==> config.mk <==
export PLATFORM = sky130hd
export DESIGN_NAME = cmp_scan_ctrl
export DESIGN_NICKNAME = d
export VERILOG_FILES = /design/src/rtl/cmp_pkg.sv /design/src/rtl/cmp4_core.sv /design/src/rtl/cmp_scan_ctrl.sv
export SDC_FILE = /design/constraint.sdc
export NUM_CORES = 1
export LEC_CHECK = 0
export ABC_AREA = 1
export CORE_ASPECT_RATIO = 2
export CORE_UTILIZATION = 35
export DETAILED_ROUTE_END_ITERATION = 7
export GPL_TIMING_DRIVEN = 0
export HOLD_SLACK_MARGIN = 0.08
export PLACE_DENSITY = 0.6
export SYNTH_ARGS = -nofsm -noshare
export SYNTH_HDL_FRONTEND = slang
export SYNTH_SLANG_ARGS = --single-unit
==> constraint.sdc <==
create_clock -name clk -period 2.5 [get_ports clk]
set_input_delay 0.5 -clock clk [delete_from_list [all_inputs] [get_ports clk]]
set_output_delay 0.5 -clock clk [all_outputs]
set_load 0.02 [all_outputs]
==> src/rtl/cmp_pkg.sv <==
// Shared encodings for the compare-scan controller: operation modes, FSM states
// and default sample/length widths.
package cmp_pkg;

  localparam int unsigned W_DEF  = 4;
  localparam int unsigned LW_DEF = 4;

  typedef enum logic [1:0] {
    MODE_MAX = 2'b00,
    MODE_MIN = 2'b01,
    MODE_CNT = 2'b10,
    MODE_RSV = 2'b11
  } mode_e;

  typedef enum logic [1:0] {
    IDLE  = 2'b00,
    FIRST = 2'b01,
    SCAN  = 2'b10,
    DONE  = 2'b11
  } state_e;

endpackage

==> src/rtl/cmp4_core.sv <==
// Unsigned magnitude comparator, purely combinational (zero latency, no flow control).
// Exactly one of gt/eq/lt is high for any operand pair.
module cmp4_core
  import cmp_pkg::*;
#(
  parameter int unsigned W = W_DEF
) (
  input  logic [W-1:0] a,
  input  logic [W-1:0] b,
  output logic         gt,
  output logic         eq,
  output logic         lt
);

  assign gt = (a > b);
  assign eq = (a == b);
  assign lt = (a < b);

endmodule

==> src/rtl/cmp_scan_ctrl.sv <==
// Streams a burst through one shared comparator to find max, min or key-match count.
// done follows the last accept by one cycle; in_valid low stalls the scan in place.
module cmp_scan_ctrl
  import cmp_pkg::*;
#(
  parameter int unsigned W  = W_DEF,
  parameter int unsigned LW = LW_DEF
) (
  input  logic          clk,
  input  logic          rst_n,
  input  logic          start,
  input  logic [1:0]    mode,
  input  logic [W-1:0]  key,
  input  logic [LW-1:0] len,
  input  logic          in_valid,
  input  logic [W-1:0]  in_data,
  output logic          in_ready,
  output logic          busy,
  output logic          done,
  output logic          err,
  output logic [W-1:0]  result,
  output logic [LW-1:0] result_idx,
  output logic [LW-1:0] eq_count
);

  state_e        state_q, state_d;
  mode_e         mode_q, mode_d;
  logic [W-1:0]  key_q, key_d;
  logic [LW-1:0] len_q, len_d;
  logic [LW-1:0] idx_q, idx_d;
  logic [W-1:0]  result_q, result_d;
  logic [LW-1:0] result_idx_q, result_idx_d;
  logic [LW-1:0] eq_count_q, eq_count_d;
  logic          err_q, err_d;
  logic          busy_q, busy_d;
  logic          done_q, done_d;

  logic          accept;
  logic          last_sample;
  logic [W-1:0]  cmp_b;
  logic          cmp_gt, cmp_eq, cmp_lt;

  // Single comparator: the running extremum in max/min, the latched key in count mode.
  assign cmp_b = (mode_q == MODE_CNT) ? key_q : result_q;

  cmp4_core #(.W(W)) u_cmp (
    .a  (in_data),
    .b  (cmp_b),
    .gt (cmp_gt),
    .eq (cmp_eq),
    .lt (cmp_lt)
  );

  assign in_ready    = (state_q == FIRST) || (state_q == SCAN);
  assign accept      = in_ready && in_valid;
  assign last_sample = (idx_q == (len_q - LW'(1)));

  always_comb begin
    state_d      = state_q;
    mode_d       = mode_q;
    key_d        = key_q;
    len_d        = len_q;
    idx_d        = idx_q;
    result_d     = result_q;
    result_idx_d = result_idx_q;
    eq_count_d   = eq_count_q;
    err_d        = err_q;

    case (state_q)
      IDLE: begin
        if (start) begin
          if ((len == '0) || (mode_e'(mode) == MODE_RSV)) begin
            err_d        = 1'b1;
            result_d     = '0;
            result_idx_d = '0;
            eq_count_d   = '0;
            state_d      = DONE;
          end else begin
            mode_d       = mode_e'(mode);
            key_d        = key;
            len_d        = len;
            idx_d        = '0;
            result_d     = '0;
            result_idx_d = '1;
            eq_count_d   = '0;
            err_d        = 1'b0;
            state_d      = FIRST;
          end
        end
      end

      FIRST, SCAN: begin
        if (accept) begin
          idx_d = idx_q + LW'(1);
          case (mode_q)
            MODE_MAX: begin
              // Strict compare keeps the earliest index on ties.
              if ((state_q == FIRST) || cmp_gt) begin
                result_d     = in_data;
                result_idx_d = idx_q;
              end
            end
            MODE_MIN: begin
              if ((state_q == FIRST) || cmp_lt) begin
                result_d     = in_data;
                result_idx_d = idx_q;
              end
            end
            default: begin
              if (cmp_eq) begin
                eq_count_d = eq_count_q + LW'(1);
                if (eq_count_q == '0) begin
                  result_idx_d = idx_q;
                end
              end
            end
          endcase
          if (last_sample) begin
            state_d = DONE;
          end else begin
            state_d = SCAN;
          end
        end
      end

      DONE: begin
        state_d = IDLE;
      end

      default: begin
        state_d = IDLE;
      end
    endcase

    busy_d = (state_d == FIRST) || (state_d == SCAN);
    done_d = (state_d == DONE);
  end

  always_ff @(posedge clk or negedge rst_n) begin
    if (!rst_n) begin
      state_q      <= IDLE;
      mode_q       <= MODE_MAX;
      key_q        <= '0;
      len_q        <= '0;
      idx_q        <= '0;
      result_q     <= '0;
      result_idx_q <= '0;
      eq_count_q   <= '0;
      err_q        <= 1'b0;
      busy_q       <= 1'b0;
      done_q       <= 1'b0;
    end else begin
      state_q      <= state_d;
      mode_q       <= mode_d;
      key_q        <= key_d;
      len_q        <= len_d;
      idx_q        <= idx_d;
      result_q     <= result_d;
      result_idx_q <= result_idx_d;
      eq_count_q   <= eq_count_d;
      err_q        <= err_d;
      busy_q       <= busy_d;
      done_q       <= done_d;
    end
  end

  assign busy       = busy_q;
  assign done       = done_q;
  assign err        = err_q;
  assign result     = result_q;
  assign result_idx = result_idx_q;
  assign eq_count   = eq_count_q;

endmodule

# After elaboration in Yosys (flattened, before gate mapping)
# Cells that the tools add are included.
# totals
register_bits,31
inputBits,18
output_inout_bits,16
wordCells,87
# classes
add_sub_neg,3
n_lt_le_gt_ge,2
eq_ne,21
muxes,30
bitwise,1
n_reduce_logical,19
# op_table
op,n
4-bit 2-to-1 mux,18
4-bit case mux with 2 select lines,6
2-bit equality test (second input constant),6
2-bit inequality test (second input constant),5
4-bit by 1-bit adder with 4-bit output (second input constant),2
4-bit equality test,2
4-bit zero test,2
4-bit by 2-bit inequality test with 1-bit output (second input constant),2
7-bit AND reduction,1
2-bit by 1-bit equality test with 1-bit output (second input constant),3
2-bit 2-to-1 mux,3
3-bit inequality test (second input constant),2
2-bit case mux with 3 select lines,1
6-bit AND reduction,1
1-bit logical OR,5
5-bit AND reduction,1
4-bit greater-than comparator,1
2-bit zero test,2
4-bit < comparator,1
4-bit AND reduction,1
2-bit OR reduction,2
4-bit by 1-bit subtractor with 4-bit output (second input constant),1
3-bit by 1-bit inequality test with 1-bit output (second input constant),1
3-bit AND reduction,1
other kinds (5),6

# Depth between registers and ports, before layout
# logic_depth
depth_word,8
depth_mapped,15
mapped_depth_nobuf,15

# Cells and area by module
# From an unflattened synthesis, not the netlist that was laid out.
# hier_totals
hier_cells,242
area_unflattened_um2,1845.5
# by_module_without_submodules
module,instances,cells_each,area_per_inst_um2,seq_area_each_um2
cmp_scan_ctrl,1,222,1730.4,775.7
cmp4_core,1,20,115.1,0.0

# Worst setup path after synthesis
# OpenSTA, ideal clock, no wires.
# synth_path
path_type,register to register
start,register state_q[0]
end,register busy_q (netlist: busy)
setup_ns,0.126
t_arrival_ns,1.740
required_time_ns,2.374
slack_ns,0.634
path_stages_with_launch,9
n_path_buf,1
synth_period_minus_slack_ns,1.866
cell_sequence,dfrtp_1 -> inv_1 -> ha_1 -> buf_4 -> nand3_1 -> nor3_1 -> nand3_1 -> a21oi_1 -> ha_1
# synth_via
elab_chain_cells,7
elab_cells_between_ends,13
cone_classes,eq/ne: 5; mux: 3; reduce/logical: 5
# synth_lines
item,line_no,rtl
"start, declared",cmp_scan_ctrl.sv:26,"state_e state_q, state_d;"
"start signal, assigned",cmp_scan_ctrl.sv:153,state_q <= state_d;
2-bit by 1-bit equality test with 1-bit output / 2-bit equality test (equally long branches),cmp_scan_ctrl.sv:54,assign in_ready = (state_q == FIRST) || (state_q == SCAN);
1-bit logical OR (*),cmp_scan_ctrl.sv:54,
net in_ready,cmp_scan_ctrl.sv:17,"output logic in_ready,"
1-bit logical AND (*),cmp_scan_ctrl.sv:55,assign accept = in_ready && in_valid;
2-bit 2-to-1 mux (*),cmp_scan_ctrl.sv:93,if (accept) begin
2-bit case mux with 3 select lines (*),cmp_scan_ctrl.sv:69,case (state_q)
net state_d[0],cmp_scan_ctrl.sv:26,
2-bit by 1-bit equality test with 1-bit output / 2-bit equality test (equally long branches),cmp_scan_ctrl.sv:135,busy_d = (state_d == FIRST) || (state_d == SCAN);
1-bit logical OR (*),cmp_scan_ctrl.sv:135,
net busy_d,cmp_scan_ctrl.sv:35,"logic busy_q, busy_d;"
"end signal, assigned",cmp_scan_ctrl.sv:162,busy_q <= busy_d;
"end, declared",cmp_scan_ctrl.sv:35,
# Mark *: on every way through the listed nets, which the timed path passes. The rest lies on a longest branch.
# A chain may end at the register's enable or synchronous reset.

# Final worst setup path
# layout_path
start,register state_q[0]
end,output in_ready
# layout_via
elab_chain_cells,2
elab_cells_between_ends,3
cone_classes,eq/ne: 2; reduce/logical: 1
# layout_lines
item,line_no
2-bit by 1-bit equality test with 1-bit output / 2-bit equality test (equally long branches),cmp_scan_ctrl.sv:54
1-bit logical OR (*),cmp_scan_ctrl.sv:54
"end, declared",cmp_scan_ctrl.sv:17
# Mark *: on every way between the ends. The rest lies on a longest branch, timed or not.

==> impl_metrics.yaml <==
detailed_routing:
  routedWlPerCell_um: 13.2
  drc_errors: 0
  drt_iter0_drc: 26
  drt_wl_total_um: 4240
  viasPerCell: 4.94
  drtAntennaViolNets: 0
  dr.pass1.iters: 4
  vias: 1582
synth:
  synth_warnings: 0
  synth_top_area_cell: "dfrtp_1"
  synth-seq-cells: 31
  ys_top_cells_by_area: "dfrtp_1 (42%), nand2_1 (9.9%), ha_1 (8.7%)"
  synth_common_cells: "nand2_1 (49), dfrtp_1 (31), inv_1 (31)"
  syn-num-nets: 252
  async_reset_ff_share_pct: 100
  synth.most_common_cell: "nand2_1"
  synth_top_area_share_pct: 41.7
  postSynthAreaPerCell_um2: 8.41
  synth_cell_types: 29
  synth_area_um2: 1860
  seq_area_frac_synth_pct: 41.7
  synth_cells: 221
  synth_enable_flop_cells: 0
  synth_ff_type: "dfrtp_1"
sta:
  setup_viol: 0
  layout_min_cycle_time_ns: 2.19
  fin_crit_sh_pct: 87.7
  hold_slack_ns: 0.258
  worst_pin_slew_ns: 0.713
  rsz0062_at_grt: "false"
  drv_slew: 0
  slew_headroom_pct: 52.4
  fmax_ghz: 0.456
  hold_viol: 0
  finClkSkew_ns: 0.00841
  finalWorstSetupSlack_ns: 0.308
  setup_tns_ns: 0
worst_setup_path:
  rrSetupSlack_ns: 0.31
  crit_path_end_kind: "output pin"
  crit_required_ns: 2.00
  crit_fanout: 4
  start_kind: "flop"
  crit_type: "reg2out"
  r2r_end: "result_idx[3]"
  reg2reg_from: "mode_q[0]"
  reg2regPathDepth: 12
  critPathArrivalTime_ns: 1.69
layout:
  fin_nets: 292
  syn_to_final_growth_pct: 27.0
  fin_util_pct: 45.9
  diodes: 0
  drive_gt1_share_pct: 10.7
  fin_cells: 320
global_route:
  grt_antenna_before_repair: 0
  grt_pass1_vias: 1666
  grt_pass1_wl_um: 7310
  grt_overflow_total: 0
  grt_start_max_net_pins: 32
  grtUsageTotal_pct: 17.8
floorplanning:
  die_w_um: 53.5
  die-area_um2: 5630
  die_h_um: 105
  rows: 37
  io_pins: 34
  start_util_pct: 36.2
  core_um2: 5140
cts:
  clkTransAtPathRegs_ns: 0.07
  cts_resized: 0
  cts-buffers-inserted: 5
  clk_latency_ns: 0.29
  clock_path_buffers: 2
  cts_sinks: 31
  ctsHtreeMaxLevel: 2
  cts_root_buf: "clkbuf_8"
  cts_tree: "yes"
  ctsHoldBuffers: 0
  cts_setup_buffers: 0
placed_design:
  gp_congestion: 0.766
  hpwlAfterDp_um: 3190
  dp.cells: 312
  pre_cts_ws_ns: 0.180
  io_buffers: 33
power:
  p_leak_nw: 1.13
  vdd_drop_max_mv: 0.840
  p_per_area_nw_per_um2: 1370
job:
  maxCapViolCount: 0
worst_hold_path:
  hold_path.class: "in2async"
outcome:
  status: "complete, no violations"
==> final cells by class <==
cell class              count  area (um^2)
fillers                   512         2780
multi-input cells         155          940
flip-flops and latches     31          776
repair buffers             33          325
inverters                  32          120
clock buffers               7         96.3
well taps                  58         72.6
plain buffers               3         23.8
clock inverters             1         7.51
==> per-layer routing <==
layer  GRT usage, %  wire length, um  up-vias
met4           6.95               71        0
met2           32.8             2420       28
met3           3.78              104        5
met5              0                0        -
li1               -                -      801
met1           17.9             1640      748
==> sequential cells by signal, summed over array words and instances (netlist names) <==
signal,count
eq_count,4
len_q,4
key_q,4
idx_q,4
busy,1
result,4
err,1
mode_q,2
state_q,2
done,1
result_idx,4
==> worst max-delay path by stage <==
stage / slack (ns) / cells past startpoint / startpoint / to
after CTS: 0.29 / 12 / mode_q[0] / result_idx[3]
after global routing: 0.06 / 12 / mode_q[0] / result_idx[3]
after floorplan: 0.63 / 8 / state_q[0] / busy
after global placement: 0.18 / 10 / in_data[0] / result_idx[3]
final: 0.31 / 3 / state_q[0] / in_ready
after detailed placement: 0.18 / 10 / in_data[0] / result_idx[3]
==> critical path, cell delays in order (launching register included) <==
cell	delay, ns
dfrtp_1	0.42
inv_1	0.09
ha_1	0.30
clkdlybuf4s50_1	0.60
==> placed cells by master, fill, tap and decap left out, drive strengths merged <==
cell           synthesis  final
nand2                 52     52
clkdlybuf4s50          0     32
inv                   32     32
dfrtp                 31     31
o21ai                 25     25
nand3                 16     16
nor2                  15     15
ha                    13     13
a21oi                 10     10
nand4                  9      9
clkbuf                 0      7
xor2                   4      4
buf                    3      4
xnor2                  3      3
nor3                   3      3
mux2                   2      2
o22ai                  1      1
o211ai                 1      1
or2                    1      1
clkinvlp               0      1
==> logic make-up after synthesis <==
group	Yosys count	share of synthesized area [%]
DFF	31	41.7
buffers and inverters	35	7.74
and+or+nand+nor	96	25.6
AOI/OAI and AO/OA	37	11.7
muxes	2	1.21
adders and majority gates	13	8.75
xor gates and xnor gates	7	3.30
==> where the power goes <==
group	total [W]	internal [W]	switching, W
clock network	0.000453	0.000251	0.000203
logic	0.00190	0.000735	0.00117
registers	0.000872	0.000721	0.000150
==> stage by stage <==
| stage | power (W) | cell area (um^2) |
|---|---|---|
| floorplan | 0.00223 | 1860 |
| global placement | 0.00277 | 2260 |
| detailed placement | 0.00281 | 2260 |
| CTS | 0.00327 | 2360 |
| global route | 0.00353 | 2360 |
| finish | 0.00323 | 2360 |
Note: power is estimated with default switching activity, not from simulation.
